**src/rtl/fpu_rt_wb_arb_pkg.sv**
```systemverilog
// Shared FPU constants for the alt writeback path: tag enable pattern and field widths.
package fpu_rt_wb_arb_pkg;

    localparam logic [3:0] ALT_OUTEN = 4'b1001;
    localparam int FPU_REG_W = 9;
    localparam int FPU_II_W  = 10;
    localparam int FPU_OP_W  = 13;

endpackage

```
**src/rtl/fpu_rt_wb_arb_rt_rr_pick.sv**
```systemverilog
// Combinational round-robin picker: the first set request at or after ptr wins,
// with the search wrapping modulo N.
module rt_rr_pick
    import fpu_rt_wb_arb_pkg::*;
#(
    parameter int N = 4
) (
    input  logic [N-1:0]         req,
    input  logic [$clog2(N)-1:0] ptr,
    output logic [N-1:0]         grant,
    output logic                 valid
);

    localparam int PW = $clog2(N);

    logic [PW-1:0] idx;
    logic          found;

    // idx wraps naturally in PW bits because N is a power of two
    always_comb begin
        grant = '0;
        found = 1'b0;
        idx   = '0;
        for (int i = 0; i < N; i++) begin
            idx = ptr + PW'(i);
            if (!found && req[idx]) begin
                grant[idx] = 1'b1;
                found      = 1'b1;
            end
        end
    end

    assign valid = found;

endmodule

```
**src/rtl/fpu_rt_wb_arb.sv**
```systemverilog
// Alt writeback arbiter for the sqrt/div engine bank: round-robin grant, tag one
// cycle after the grant, result data DATA_DLY cycles after the tag.
module fpu_rt_wb_arb
    import fpu_rt_wb_arb_pkg::*;
#(
    parameter int N_ENG    = 4,
    parameter int DATA_W   = 136,
    parameter int REG_W    = FPU_REG_W,
    parameter int II_W     = FPU_II_W,
    parameter int OP_W     = FPU_OP_W,
    parameter int DATA_DLY = 5
) (
    input  logic                    clk,
    input  logic                    rst,
    input  logic [N_ENG-1:0]        eng_done,
    input  logic [N_ENG*DATA_W-1:0] eng_res,
    input  logic [N_ENG*REG_W-1:0]  eng_reg,
    input  logic [N_ENG*II_W-1:0]   eng_ii,
    input  logic [N_ENG*OP_W-1:0]   eng_op,
    input  logic                    wb_block,
    output logic [N_ENG-1:0]        eng_ack,
    output logic [3:0]              outEn,
    output logic [II_W-1:0]         outII,
    output logic [OP_W-1:0]         outOp,
    output logic [REG_W-1:0]        FUreg,
    output logic                    FUwen,
    output logic [DATA_W-1:0]       outAltData,
    output logic                    busy
);

    localparam int PW = $clog2(N_ENG);

    logic [N_ENG-1:0]  pick_grant;
    logic              pick_valid;
    logic              do_grant;

    logic [DATA_W-1:0] sel_res;
    logic [REG_W-1:0]  sel_reg;
    logic [II_W-1:0]   sel_ii;
    logic [OP_W-1:0]   sel_op;
    logic [PW-1:0]     sel_idx;

    logic [PW-1:0]     rr_ptr_q, rr_ptr_d;
    logic [3:0]        out_en_q, out_en_d;
    logic [II_W-1:0]   out_ii_q, out_ii_d;
    logic [OP_W-1:0]   out_op_q, out_op_d;
    logic [REG_W-1:0]  fu_reg_q, fu_reg_d;
    logic              fu_wen_q, fu_wen_d;

    logic [DATA_DLY-1:0] pipe_vld_q, pipe_vld_d;
    logic [DATA_W-1:0]   pipe_dat_q [DATA_DLY];
    logic [DATA_W-1:0]   pipe_dat_d [DATA_DLY];
    logic                alt_vld_q, alt_vld_d;
    logic [DATA_W-1:0]   alt_data_q, alt_data_d;

    rt_rr_pick #(.N(N_ENG)) u_pick (
        .req   (eng_done),
        .ptr   (rr_ptr_q),
        .grant (pick_grant),
        .valid (pick_valid)
    );

    assign do_grant = pick_valid && !wb_block && !rst;
    assign eng_ack  = do_grant ? pick_grant : '0;

    always_comb begin
        sel_res = '0;
        sel_reg = '0;
        sel_ii  = '0;
        sel_op  = '0;
        sel_idx = '0;
        for (int n = 0; n < N_ENG; n++) begin
            if (pick_grant[n]) begin
                sel_res = eng_res[n*DATA_W +: DATA_W];
                sel_reg = eng_reg[n*REG_W +: REG_W];
                sel_ii  = eng_ii[n*II_W +: II_W];
                sel_op  = eng_op[n*OP_W +: OP_W];
                sel_idx = PW'(n);
            end
        end
    end

    always_comb begin
        rr_ptr_d = do_grant ? sel_idx + PW'(1) : rr_ptr_q;
        out_en_d = do_grant ? ALT_OUTEN : 4'b0000;
        out_ii_d = do_grant ? sel_ii  : '0;
        out_op_d = do_grant ? sel_op  : '0;
        fu_reg_d = do_grant ? sel_reg : '0;
        fu_wen_d = do_grant;

        // The pipe never stalls: wb_block only suppresses new entries
        pipe_vld_d    = '0;
        pipe_vld_d[0] = do_grant;
        pipe_dat_d[0] = do_grant ? sel_res : '0;
        for (int i = 1; i < DATA_DLY; i++) begin
            pipe_vld_d[i] = pipe_vld_q[i-1];
            pipe_dat_d[i] = pipe_dat_q[i-1];
        end

        alt_vld_d  = pipe_vld_q[DATA_DLY-1];
        alt_data_d = pipe_vld_q[DATA_DLY-1] ? pipe_dat_q[DATA_DLY-1] : '0;
    end

    always_ff @(posedge clk) begin
        if (rst) begin
            rr_ptr_q   <= '0;
            out_en_q   <= '0;
            out_ii_q   <= '0;
            out_op_q   <= '0;
            fu_reg_q   <= '0;
            fu_wen_q   <= 1'b0;
            pipe_vld_q <= '0;
            for (int i = 0; i < DATA_DLY; i++) begin
                pipe_dat_q[i] <= '0;
            end
            alt_vld_q  <= 1'b0;
            alt_data_q <= '0;
        end else begin
            rr_ptr_q   <= rr_ptr_d;
            out_en_q   <= out_en_d;
            out_ii_q   <= out_ii_d;
            out_op_q   <= out_op_d;
            fu_reg_q   <= fu_reg_d;
            fu_wen_q   <= fu_wen_d;
            pipe_vld_q <= pipe_vld_d;
            for (int i = 0; i < DATA_DLY; i++) begin
                pipe_dat_q[i] <= pipe_dat_d[i];
            end
            alt_vld_q  <= alt_vld_d;
            alt_data_q <= alt_data_d;
        end
    end

    assign outEn      = out_en_q;
    assign outII      = out_ii_q;
    assign outOp      = out_op_q;
    assign FUreg      = fu_reg_q;
    assign FUwen      = fu_wen_q;
    assign outAltData = alt_data_q;
    assign busy       = !rst && (|eng_done || |pipe_vld_q || alt_vld_q);

endmodule
```
**config.mk**
```make
export PLATFORM = sky130hd
export DESIGN_NAME = fpu_rt_wb_arb
export DESIGN_NICKNAME = d
export VERILOG_FILES = /design/src/rtl/fpu_rt_wb_arb_pkg.sv /design/src/rtl/fpu_rt_wb_arb_rt_rr_pick.sv /design/src/rtl/fpu_rt_wb_arb.sv
export SDC_FILE = /design/constraint.sdc
export NUM_CORES = 1
export LEC_CHECK = 0
export BUFFER_PORTS_ARGS = -buffer_cell sky130_fd_sc_hd__buf_4
export CAP_MARGIN = 10
export CORE_AREA = 2 2 334 336
export DETAILED_ROUTE_END_ITERATION = 10
export DIE_AREA = 0 0 336 338
export PLACE_DENSITY = 0.48
export SLEW_MARGIN = 15
export SYNTH_ARGS = -nofsm -noshare
export SYNTH_HDL_FRONTEND = slang
export SYNTH_SLANG_ARGS = --single-unit
```
**constraint.sdc**
```tcl
create_clock -name clk -period 4.7 [get_ports clk]
set_input_delay 0.94 -clock clk [delete_from_list [all_inputs] [get_ports clk]]
set_output_delay 0.94 -clock clk [all_outputs]
set_load 0.01 [all_outputs]
```
# Word level (Yosys, flattened, before mapping)
# Memory sizes are Yosys's and may differ from the RTL's. A register that Yosys moved wholly into a read port is not among the register bits.
# Cells that the tools add are included.
# totals
register_bits,45
latchBits,0
ramBits,680
mem_bits_ro,0
inputBits,679
output_inout_bits,178
wordCells,106
mem_count,1
# classes
n_addsub,4
mul,0
div_mod_pow,0
order_cmp,8
n_eq_ne,0
shift,0
muxes,54
bitwise,10
n_reduce_logical,21
# memory_table
memory,depth,width,rd,rd_clocked_by_memory_dff,write_ports,line_no,source
pipe_dat_q,5,136,5,1,5,fpu_rt_wb_arb.sv:51,logic [DATA_W-1:0] pipe_dat_q [DATA_DLY];
# ops
op,n
$mux W136,10
$mux W13,4
$mux W10,4
$mux W9,4
$mux W4,6
$mux W1,16
$lt A2 B3 Y1 const B,4
$or A4 B4 Y4,3
$logic_and A1 B1 Y1,10
$bmux W1 S2,4
$demux W1 S2,4
$ge A2 B1 Y1 const B,4
$logic_not A1 Y1,5
$or A1 B1 Y1,5
$reduce_or A5 Y1,1
$add A2 B1 Y2 const B,2
$add A2 B2 Y2 const B,2
$mux W2,2
$reduce_or A2 Y1,2
$reduce_or A4 Y1,1
$logic_or A1 B1 Y1,2
$not A1 Y1,2

# Longest topological paths before layout
# logic_depth
word_depth,18
depth_mapped,12
mapped_depth_nobuf,8

# Modules after synthesis
# A second synthesis with hierarchy kept.
# unflattened
cells_unflattened,2674
area_unflattened_um2,27163.6
# by_module_without_submodules
mod,instances,cells_per_inst,area_each_um2,seq_area_each_um2
fpu_rt_wb_arb,1,2612,26669.3,17136.4
rt_rr_pick,1,62,494.2,0.0

# Worst setup path after synthesis
# No wires, ideal clock.
# synth_timing
path_type,reg-to-output
from,register rr_ptr_q[0]
to,output eng_ack[2]
arrival_ns,2.704
setup_slack_ns,1.056
path_stages_with_launch,12
cell_sequence,dfxtp_1 -> buf_2 -> inv_1 -> ha_1 -> mux4_2 -> nand3b_1 -> a2bb2oi_2 -> or2_1 -> buf_4 -> buf_6 -> buf_2 -> and2_1
# synth_via
elab_chain_cells,15
# synth_rtl
element,line_no,source
from (decl),fpu_rt_wb_arb.sv:43,"logic [PW-1:0] rr_ptr_q, rr_ptr_d;"
from (signal assigned),fpu_rt_wb_arb.sv:119,rr_ptr_q <= rr_ptr_d;
branches (longest 14 deep; another with $lt A2 B3 Y1),n/a,
$mux W4 *,fpu_rt_wb_arb.sv:64,assign eng_ack = do_grant ? pick_grant : '0;
to (decl),fpu_rt_wb_arb.sv:21,"output logic [N_ENG-1:0] eng_ack,"
# Mark *: on every way between the ends. The select of a mux whose other input is x is not followed.

# Final worst setup path
# layout_timing
from,register rr_ptr_q[0]
to,output eng_ack[3]
# Same word-level chain as after synthesis.

==> impl_metrics.json <==
{
  "outcome": "finished clean",
  "gp_congestion": 0.8599,
  "yosys-top-cells-area": "dfxtp_1 (59%), nor2b_1 (12%), and2_1 (6.6%), a32oi_1 (5.0%), o22ai_1 (3.6%)",
  "drc": 0,
  "fin_util_pct": 36.19,
  "ant_nets": 0,
  "place.detailed.hpwl_mm": 69.23,
  "avgSynthCellArea_um2": 10.12,
  "synth_cells": 2862,
  "numCtsBuffers": 97,
  "first_pass_iters": 6,
  "grt-ovfl-total": 0,
  "synth_ff_type": "dfxtp_1",
  "setup_violations": 0,
  "clock-sinks": 856,
  "portBuffers": 854,
  "hold_ws_ns": 0.3908,
  "clk_latency_ns": 0.67,
  "first_iter_violations": 1284,
  "core-area_um2": 110100,
  "grt_antenna_before_repair": 17,
  "synth-seq-cells": 856,
  "async_flop_share_pct": 0,
  "top_layer": "met5",
  "synth-edff-count": 0,
  "hold_viol_final": 0,
  "synth_top_area_cell": "dfxtp_1",
  "routed-wl-met2_mm": 47.09,
  "stdcell_area_um2": 39830,
  "rsz0062_at_grt": "false",
  "path_clk_slew_ns": 0.06,
  "die_y_um": 338,
  "synth.top_cell.area_share_pct": 59.15,
  "synth.cell_area_um2": 28970,
  "io_pins": 857,
  "worst_pin_slew_ns": 1.105,
  "fmax_mhz": 226.5,
  "yosysSeqAreaShare_pct": 59.15,
  "crit_chain": "inv_1 -> ha_1 -> mux4_2 -> nand2_1 -> o21ai_1 -> a221oi_4 -> nor2_1 -> buf_4",
  "grt.total_usage_pct": 16.56,
  "final_common_cell": "buf_4",
  "cts_resized": 0,
  "critPathCaptureType": "output port",
  "crit_type": "flop to output port",
  "core.rowCount": 122,
  "tritoncts": "done",
  "die-area_um2": 113600,
  "layout_common_cells": "buf_4 (874), dfxtp_1 (856), nor2b_1 (548)",
  "cellPowerDensity_nw_per_um2": 499.6,
  "wl_per_cell_um": 19.28,
  "clk_root_buffer_cell": "clkbuf_16",
  "grt_pass1_wl_mm": 141.7,
  "vdd_ir_drop_max_v": 0.0003107,
  "slew_violations": 0,
  "finalCritPeriodShare_pct": 93.93,
  "start_kind": "flop",
  "fin_setup_tns_ns": 0,
  "p_leak_uw": 0.01623,
  "grt_pass1_vias": 21660,
  "htreeDepth": 3,
  "post_cts_buffers": 2,
  "r2r.worst_path.cells": 9,
  "die_w_um": 336,
  "dr_wl_met3_mm": 6.931,
  "vias": 22610,
  "cts_hold_buffers": 0,
  "path_max_fanout": 12,
  "wl_met1_mm": 43.05,
  "finalNetCount": 4288,
  "grt_max_degree": 191,
  "drv_cap": 0,
  "relSlewSlack_pct": 26.35,
  "syn2layout_area_growth_pct": 37.50,
  "critPathSlowestCell": "mux4_2",
  "fill_cells": 11220,
  "cp_slowest_stage_delay_ns": 0.62,
  "final_layout_size_suffix_gt1_share_pct": 28.62,
  "drt_wl_total_mm": 99.56,
  "yosys_warnings": 0,
  "cp.arrival_ns": 3.47,
  "route.detailed.vias_per_inst": 4.378,
  "crit_required_ns": 3.76,
  "initial_core_util_pct": 26.32,
  "synth_cell_types": 43,
  "place_area_um2": 36610,
  "clk_path_buf_depth": 3,
  "finalClockSkew_ns": 0.04326,
  "min_path_type": "flop to flop",
  "whs_path_depth": 1,
  "fin_crit_ns": 4.415
}
[cell usage after synthesis, types with 2 or more instances]
| cell type | instances |
|---|---|
| a31oi_1 | 2 |
| dfxtp_1 | 856 |
| nor2_1 | 172 |
| and2_1 | 305 |
| nand3b_1 | 5 |
| o22ai_1 | 168 |
| inv_1 | 3 |
| nand2_1 | 3 |
| nor2b_1 | 549 |
| ha_1 | 6 |
| o21ai_0 | 163 |
| buf_6 | 15 |
| buf_2 | 52 |
| nand3_1 | 2 |
| a21oi_1 | 172 |
| mux2i_1 | 2 |
| buf_4 | 5 |
| mux4_2 | 3 |
| or3_1 | 4 |
| a32oi_1 | 167 |
| nor3b_1 | 2 |
| o21ai_1 | 10 |
| clkbuf_1 | 176 |
[path summary, 6_finish.rpt]
check                   start                  to  slack [ns]
max               rr_ptr_q[0]          eng_ack[3]        0.29
min reg2reg  pipe_dat_q[3][5]    pipe_dat_q[4][5]        0.39
max reg2reg       rr_ptr_q[0]  pipe_dat_q[0][112]        0.89
min          pipe_dat_q[3][5]    pipe_dat_q[4][5]        0.39
[stage by stage]
| stage | power (uW) | cells | setup slack (ns) |
|---|---|---|---|
| 2_1_floorplan | 10900 | 2863 | 1.056 |
| 3_3_place_gp | 12620 | 4990 | 0.6809 |
| 3_5_place_dp | 12600 | 4990 | 0.6363 |
| 4_1_cts | 20240 | 5160 | 0.1811 |
| 5_1_grt | 20900 | 5162 | 0.05956 |
| 6_report | 19900 | 5164 | 0.2851 |
[layout make-up]
class	count	area, um2	share of cell area (%)
Antenna cell	4	10.01	0.02513
Clock buffer	137	2790	7.005
Sequential cell	856	17140	43.02
Tap cell	1488	1862	4.674
Timing Repair Buffer	890	6877	17.26
Multi-Input combinational cell	1755	10740	26.96
Clock inverter	31	400.4	1.005
Inverter	3	18.77	0.04712
[sequential cells by signal, summed over array words and instances, names as in the netlist]
register    flops
pipe_dat_q    680
outAltData    136
outOp          13
outII          10
FUreg           9
pipe_vld_q      5
rr_ptr_q        2
alt_vld_q       1
[logic make-up after synthesis]
family / synth area share (%)
AOI/OAI and AO/OA: 15.13
adders and majority gates: 0.2591
DFF: 59.15
muxes: 0.3412
other: 0.01294
buffers and inverters: 3.943
and+or+nand+nor: 21.16
[worst max-delay path: cells and delay by family, from the launching register on]
family / cells / cell delay [ns]
and+or+nand+nor: 2 / 0.21
AOI/OAI and AO/OA: 2 / 0.62
buffers and inverters: 2 / 0.35
DFF: 1 / 0.61
adders and majority gates: 1 / 0.41
muxes: 1 / 0.62
[metal layers]
metal,up-vias,global-route usage [%]
met3,148,3.867
met4,20,5.534
li1,11180,-
met1,10450,21.52
met2,808,26.98
met5,-,0
[report_power, final]
group          total (uW)  internal, uW  switching (uW)
clock                7470          4420            3050
combinational        4210          1580            2630
sequential           8220          7980             245
(Power assumes the default switching activity.)
